$ cat src/rtl/score_button_conditioner.sv
// score_button_conditioner
//
// Turns the three raw scoreboard pushbuttons into clean one-cycle pulses for
// the 2-digit BCD score counter. Each button is synchronized (2 flops),
// debounced (counter based) and rising-edge detected (registered). The
// increment and decrement buttons also auto-repeat while held. Conflicting
// events are arbitrated so that clr never coincides with inc/dec and inc
// never coincides with dec.
//
// Ports:
//   clk          in   system clock
//   reset        in   synchronous, active-high reset
//   btn_inc_raw  in   asynchronous raw increment button, active-high
//   btn_dec_raw  in   asynchronous raw decrement button, active-high
//   btn_clr_raw  in   asynchronous raw clear button, active-high
//   inc          out  registered one-cycle increment pulse
//   dec          out  registered one-cycle decrement pulse
//   clr          out  registered one-cycle clear pulse
//
// Latency from a clean raw rise to the output pulse is DEBOUNCE_CYCLES+4
// edges: 2 sync + DEBOUNCE_CYCLES debounce + 1 edge detect + 1 output reg.

module score_button_conditioner #(
    parameter int DEBOUNCE_CYCLES = 500000,
    parameter int REPEAT_DELAY    = 25000000,
    parameter int REPEAT_PERIOD   = 10000000,
    parameter int CNT_W           = 25
) (
    input  logic clk,
    input  logic reset,
    input  logic btn_inc_raw,
    input  logic btn_dec_raw,
    input  logic btn_clr_raw,
    output logic inc,
    output logic dec,
    output logic clr
);

    // Button lane indices: 0 = inc, 1 = dec, 2 = clr.
    typedef enum logic [1:0] {
        ST_IDLE   = 2'd0,
        ST_DELAY  = 2'd1,
        ST_REPEAT = 2'd2
    } rep_state_e;

    localparam logic [CNT_W-1:0] DEB_LAST    = CNT_W'(DEBOUNCE_CYCLES - 1);
    localparam logic [CNT_W-1:0] DELAY_LAST  = CNT_W'(REPEAT_DELAY - 1);
    localparam logic [CNT_W-1:0] PERIOD_LAST = CNT_W'(REPEAT_PERIOD - 1);

    logic [2:0] raw;
    assign raw = {btn_clr_raw, btn_dec_raw, btn_inc_raw};

    // Synchronizer, debounce and edge-detect state for all three buttons.
    logic [2:0]       sync1_q, sync1_d;
    logic [2:0]       sync2_q, sync2_d;
    logic [2:0]       deb_q, deb_d;
    logic [2:0]       deb_prev_q, deb_prev_d;
    logic [2:0]       rise_q, rise_d;
    logic [CNT_W-1:0] deb_cnt_q [3];
    logic [CNT_W-1:0] deb_cnt_d [3];

    // Repeat FSMs for inc and dec only.
    rep_state_e       state_q [2];
    rep_state_e       state_d [2];
    logic [CNT_W-1:0] rep_cnt_q [2];
    logic [CNT_W-1:0] rep_cnt_d [2];

    // Registered outputs.
    logic inc_q, inc_d;
    logic dec_q, dec_d;
    logic clr_q, clr_d;

    logic [1:0] ev;
    logic       clr_ev;
    logic       hold_conflict;

    // Both inc and dec held: neither may run its repeat timer.
    assign hold_conflict = deb_q[0] & deb_q[1];

    // Synchronizer, debounce and registered rising-edge detect.
    always_comb begin
        sync1_d    = raw;
        sync2_d    = sync1_q;
        deb_d      = deb_q;
        deb_prev_d = deb_q;
        rise_d     = deb_q & ~deb_prev_q;
        for (int i = 0; i < 3; i++) begin
            deb_cnt_d[i] = deb_cnt_q[i];
            if (sync2_q[i] == deb_q[i]) begin
                // Any return to the debounced level restarts the count.
                deb_cnt_d[i] = '0;
            end else if (deb_cnt_q[i] == DEB_LAST) begin
                deb_d[i]     = sync2_q[i];
                deb_cnt_d[i] = '0;
            end else begin
                deb_cnt_d[i] = deb_cnt_q[i] + 1'b1;
            end
        end
    end

    // Raw events and arbitration into the output registers.
    always_comb begin
        ev = 2'b00;
        for (int j = 0; j < 2; j++) begin
            case (state_q[j])
                ST_IDLE:   ev[j] = rise_q[j];
                ST_DELAY:  ev[j] = deb_q[j] & ~hold_conflict &
                                   (rep_cnt_q[j] == DELAY_LAST);
                ST_REPEAT: ev[j] = deb_q[j] & ~hold_conflict &
                                   (rep_cnt_q[j] == PERIOD_LAST);
                default:   ev[j] = 1'b0;
            endcase
        end
        clr_ev = rise_q[2];
        inc_d  = ev[0] & ~ev[1] & ~clr_ev;
        dec_d  = ev[1] & ~ev[0] & ~clr_ev;
        clr_d  = clr_ev;
    end

    // Repeat FSM next-state. A press whose pulse was dropped by arbitration
    // does not arm the repeat timer, so a suppressed press never repeats.
    always_comb begin
        logic [1:0] accepted;
        accepted = {dec_d, inc_d};
        for (int j = 0; j < 2; j++) begin
            state_d[j]   = state_q[j];
            rep_cnt_d[j] = rep_cnt_q[j];
            if (hold_conflict) begin
                state_d[j]   = ST_IDLE;
                rep_cnt_d[j] = '0;
            end else begin
                case (state_q[j])
                    ST_IDLE: begin
                        rep_cnt_d[j] = '0;
                        if (rise_q[j] && accepted[j]) begin
                            state_d[j] = ST_DELAY;
                        end
                    end
                    ST_DELAY: begin
                        if (!deb_q[j]) begin
                            state_d[j]   = ST_IDLE;
                            rep_cnt_d[j] = '0;
                        end else if (rep_cnt_q[j] == DELAY_LAST) begin
                            state_d[j]   = ST_REPEAT;
                            rep_cnt_d[j] = '0;
                        end else begin
                            rep_cnt_d[j] = rep_cnt_q[j] + 1'b1;
                        end
                    end
                    ST_REPEAT: begin
                        if (!deb_q[j]) begin
                            state_d[j]   = ST_IDLE;
                            rep_cnt_d[j] = '0;
                        end else if (rep_cnt_q[j] == PERIOD_LAST) begin
                            rep_cnt_d[j] = '0;
                        end else begin
                            rep_cnt_d[j] = rep_cnt_q[j] + 1'b1;
                        end
                    end
                    default: begin
                        state_d[j]   = ST_IDLE;
                        rep_cnt_d[j] = '0;
                    end
                endcase
            end
        end
    end

    always_ff @(posedge clk) begin
        if (reset) begin
            sync1_q    <= '0;
            sync2_q    <= '0;
            deb_q      <= '0;
            deb_prev_q <= '0;
            rise_q     <= '0;
            for (int i = 0; i < 3; i++) begin
                deb_cnt_q[i] <= '0;
            end
            for (int j = 0; j < 2; j++) begin
                state_q[j]   <= ST_IDLE;
                rep_cnt_q[j] <= '0;
            end
            inc_q <= 1'b0;
            dec_q <= 1'b0;
            clr_q <= 1'b0;
        end else begin
            sync1_q    <= sync1_d;
            sync2_q    <= sync2_d;
            deb_q      <= deb_d;
            deb_prev_q <= deb_prev_d;
            rise_q     <= rise_d;
            for (int i = 0; i < 3; i++) begin
                deb_cnt_q[i] <= deb_cnt_d[i];
            end
            for (int j = 0; j < 2; j++) begin
                state_q[j]   <= state_d[j];
                rep_cnt_q[j] <= rep_cnt_d[j];
            end
            inc_q <= inc_d;
            dec_q <= dec_d;
            clr_q <= clr_d;
        end
    end

    assign inc = inc_q;
    assign dec = dec_q;
    assign clr = clr_q;

endmodule
$ cat config.mk
export PLATFORM = sky130hd
export DESIGN_NAME = score_button_conditioner
export DESIGN_NICKNAME = d
export VERILOG_FILES = /design/src/rtl/score_button_conditioner.sv
export SDC_FILE = /design/constraint.sdc
export NUM_CORES = 1
export LEC_CHECK = 0
export CORE_UTILIZATION = 45
export CTS_BUF_LIST = sky130_fd_sc_hd__clkbuf_8
export CTS_CLUSTER_DIAMETER = 60
export DETAILED_ROUTE_END_ITERATION = 16
export PLACE_DENSITY = 0.64
export SLEW_MARGIN = 0
export SYNTH_ARGS = -nofsm -noshare
export SYNTH_HDL_FRONTEND = slang
export SYNTH_SLANG_ARGS = --single-unit
$ cat constraint.sdc
create_clock -name clk -period 2.46 [get_ports clk]
set_clock_uncertainty 0.2 [all_clocks]
set_input_delay 0.615 -clock clk [delete_from_list [all_inputs] [get_ports clk]]
set_output_delay 0.615 -clock clk [all_outputs]
set_load 0.05 [all_outputs]
==> flow_summary_export.csv <==
group,metric,value,unit
synthesis,post_synth_num_cell_types,47,
cts,clock_tree.root_cell,"clkbuf_8",
cts,max-clock-path-buffers,2,
placed_design,pre_cts_slack,-0.133,ns
power_and_ir_drop,vdd.ir_drop.worst,0.316,mV
critical_path,cp_cell_sequence,"buf_4 > ha_2 > or4_4 > o32ai_4 > a21oi_2 > or3b_4 > o211ai_1 > o311ai_1",
job,timing.max_cap.violations,0,
synthesis,post_synth_most_frequent_cells,"dfxtp_1 (147), nor2_1 (145), xor2_1 (79)",
placed_design,place.detailed.hpwl,8.14,mm
cells_and_area,layout.cells.non_filler,965,
timing,min_period,2.49,ns
placed_design,portBuffers,7,
cts,worst_skew_pair.late_latency,0.45,ns
critical_path,end_kind,"register",
cells_and_area,area_growth,14.5,%
global_routing,antenna_violations_before_repair,0,
drt,vias,4988,
floorplan,fp.coreArea,0.0140,mm2
timing,min_hold_slack,0.177,ns
floorplan,std_cell_rows,43,
placed_design,place_inst,931,
drt,route.detailed.drc,0,
hold_path,hold_path_class,"register to register",
synthesis,synth_edf_count,0,
critical_path,slowest_delay,0.50,ns
synthesis,cell_count_after_synthesis,744,
timing,hold_viol_final,0,
cells_and_area,stdcell_area,0.00745,mm2
timing,final_setup_vio_count,2,
global_routing,grt_overflow_total,0,
cts,tritoncts_num_sinks,147,
global_routing,grtUsageTotal,17.1,%
timing,grt_setup_unrepaired,"true",
floorplan,dieArea,0.0149,mm2
timing,finalWorstSetupSlack,-0.0329,ns
synthesis,async_reset_ff_share,0,%
synthesis,ys_warn_count,0,
cells_and_area,final_core_utilization,53.2,%
cells_and_area,fin_nets,790,
power_and_ir_drop,p_leak,2.51,nW
drt,drt_iter0_drc,258,
critical_path,start_kind,"register",
cells_and_area,antenna_cells_inserted,0,
synthesis,synth.ff_latch_count,147,
critical_path,cp_slowest_cell,"or4_4",
drt,drt_pre_antenna_iters,6,
drt,remaining_antenna_violation_count,0,
cts,clkTransAtPathRegs,0.08,ns
critical_path,timing.setup.critical_path_class,"register to register",
critical_path,worst_path_required,2.59,ns
synthesis,synth.avg_cell_area,8.74,um2
floorplan,die_width,122,um
synthesis,synth_ff_type,"dfxtp_1",
placed_design,post_dp_cell_area,0.00692,mm2
timing,timing.fmax,0.401,GHz
critical_path,worst-endpoint-arrival,2.62,ns
global_routing,grt_first_pass_wirelength,20.6,mm
cells_and_area,post_route_cells_drive_above_1_share,9.55,%
cts,htree_num_levels,4,
synthesis,net_count_after_synthesis,762,
floorplan,i_o_pins,8,
placed_design,gp_congestion,0.836,
timing,report.final.slew_viol_count,0,
cts,numCtsBuffers,17,
timing,max_slew_margin,63.5,%
drt,routed_wirelength,11.8,mm
timing,period_share,101,%
synthesis,synth_area_leaders,"dfxtp_1 (45%), xor2_1 (11%), nor2_1 (8.4%)",
power_and_ir_drop,total_chip_power,4.68,mW
cts,cts_tree,"done",
synthesis,synth_area,0.00650,mm2
timing,worst_pin_slew,0.543,ns
synthesis,yosys.area.top_type_share,45.3,%
timing,tns,-0.0644,ns
drt,via_to_cell_ratio,5.17,
run_status,outcome,"finished with violations",
power_and_ir_drop,power_density_over_the_cells,629,mW/mm2
global_routing,vias_in_the_first_global_route,4817,
cells_and_area,n_fill_cell,1240,
floorplan,floorplan.initialDensity,46.5,%
global_routing,pin_count_of_the_biggest_net_entering_global_routing,26,
run_status,violations,"negative setup slack",
synthesis,cell_type_with_the_largest_total_area_after_synthesis,"dfxtp_1",
drt,post_drt_wl_per_cell,12.2,um
floorplan,die_h,122,um
synthesis,most_frequently_used_cell_type_in_the_post_synthesis_netlist,"dfxtp_1",
critical_path,timing.critical_path.fanout_max,4,
synthesis,register_area_share_after_synthesis,45.3,%
-- final timing paths --
path / from / endpoint / slack [ns] / cells past startpoint
worst max-delay path: state_q[0][2]$_SDFFE_PP0P_ / state_q[0][3]$_SDFFE_PP0P_ / -0.03 / 8
worst min-delay path: deb_prev_q[2]$_SDFF_PP0_ / rise_q[2]$_SDFF_PP0_ / 0.18 / 1
worst max register to register: state_q[0][2]$_SDFFE_PP0P_ / state_q[0][3]$_SDFFE_PP0P_ / -0.03 / 8
worst min register to register: deb_prev_q[2]$_SDFF_PP0_ / rise_q[2]$_SDFF_PP0_ / 0.18 / 1
-- cell families after synthesis --
group                    share of synthesized area (%)
AO/OA/AOI/OAI                                     3.44
adder cells (fa/ha/maj)                           2.50
buffers and inverters                             2.31
XOR/XNOR                                          14.8
AND/OR/NAND/NOR                                   31.1
flip-flops                                        45.3
multiplexers                                     0.616
-- registers in the layout, summed over array words and instances (netlist names) --
| register | cells |
|---|---|
| deb_cnt_q | 75 |
| rep_cnt_q | 50 |
| state_q | 4 |
| deb_prev_d | 3 |
| deb_prev_q | 3 |
| rise_q | 3 |
| sync1_q | 3 |
| sync2_q | 3 |
| clr | 1 |
| dec | 1 |
| inc | 1 |
-- report_power, final --
| part | switching (mW) | internal [mW] | total, mW |
|---|---|---|---|
| registers | 0.00333 | 2.38 | 2.39 |
| clock network | 0.941 | 1.32 | 2.26 |
| logic | 0.0199 | 0.0162 | 0.0361 |
-- per-layer routing --
layer / global-route usage, % / routed length [um]
met2: 29.1 / 5550
met3: 4.04 / 301
met1: 20.4 / 5750
met5: 0 / 0
met4: 7.85 / 217
-- final cells by class --
| type | instances | area, um2 | share of cell area [%] |
|---|---|---|---|
| clock buffer | 17 | 234 | 3.14 |
| clock inverter | 15 | 251 | 3.38 |
| inverter | 18 | 67.6 | 0.907 |
| multi-input combinational | 558 | 3440 | 46.2 |
| sequential | 147 | 2950 | 39.5 |
| tap | 180 | 225 | 3.02 |
| timing repair buffer | 30 | 280 | 3.76 |
-- layout by cell type (no fill, tap or decap), drive strengths merged, types with 2 or more instances in the layout --
cell type,synthesis,layout
clkinvlp,0,2
clkinv,0,2
nand4,24,24
nor4b,9,9
buf,2,23
nor3,14,14
and2,5,5
o211ai,3,3
xor2,79,79
nand2b,3,3
xnor2,31,31
nand3b,2,2
nor4,8,8
and4,9,9
nand3,57,57
nor2b,15,15
or3,11,11
and3,28,28
nor4bb,5,5
a21oi,12,12
a21boi,2,2
dfxtp,147,147
or2,2,2
o41ai,2,2
and4b,2,2
nand2,52,52
o21ai,10,10
mux2i,4,4
bufinv,0,6
clkbuf,19,17
and4bb,2,2
ha,13,13
nor2,145,145
clkdlybuf4s50,0,7
inv,18,23
-- worst max-delay path, delay by kind of cell (launching register included) --
kind,cells,cell delay (ns)
DFF,1,0.33
buffers and inverters,1,0.14
AOI/OAI and AO/OA,4,0.58
and+or+nand+nor,2,0.92
adders and majority gates,1,0.21
-- what timing repair did --
| item | 4_1_cts | 5_1_grt |
|---|---|---|
| setup endpoints to repair | 3 | 2 |
| resized for setup | 7 | 1 |
| buffers inserted | 2 | 0 |
| cloned | 0 | 0 |
| hold buffers | 0 | 0 |
| pin swaps | 3 | 0 |
| hold endpoints to repair | 0 | 0 |
No activity file was read; power rests on OpenSTA's default activity.
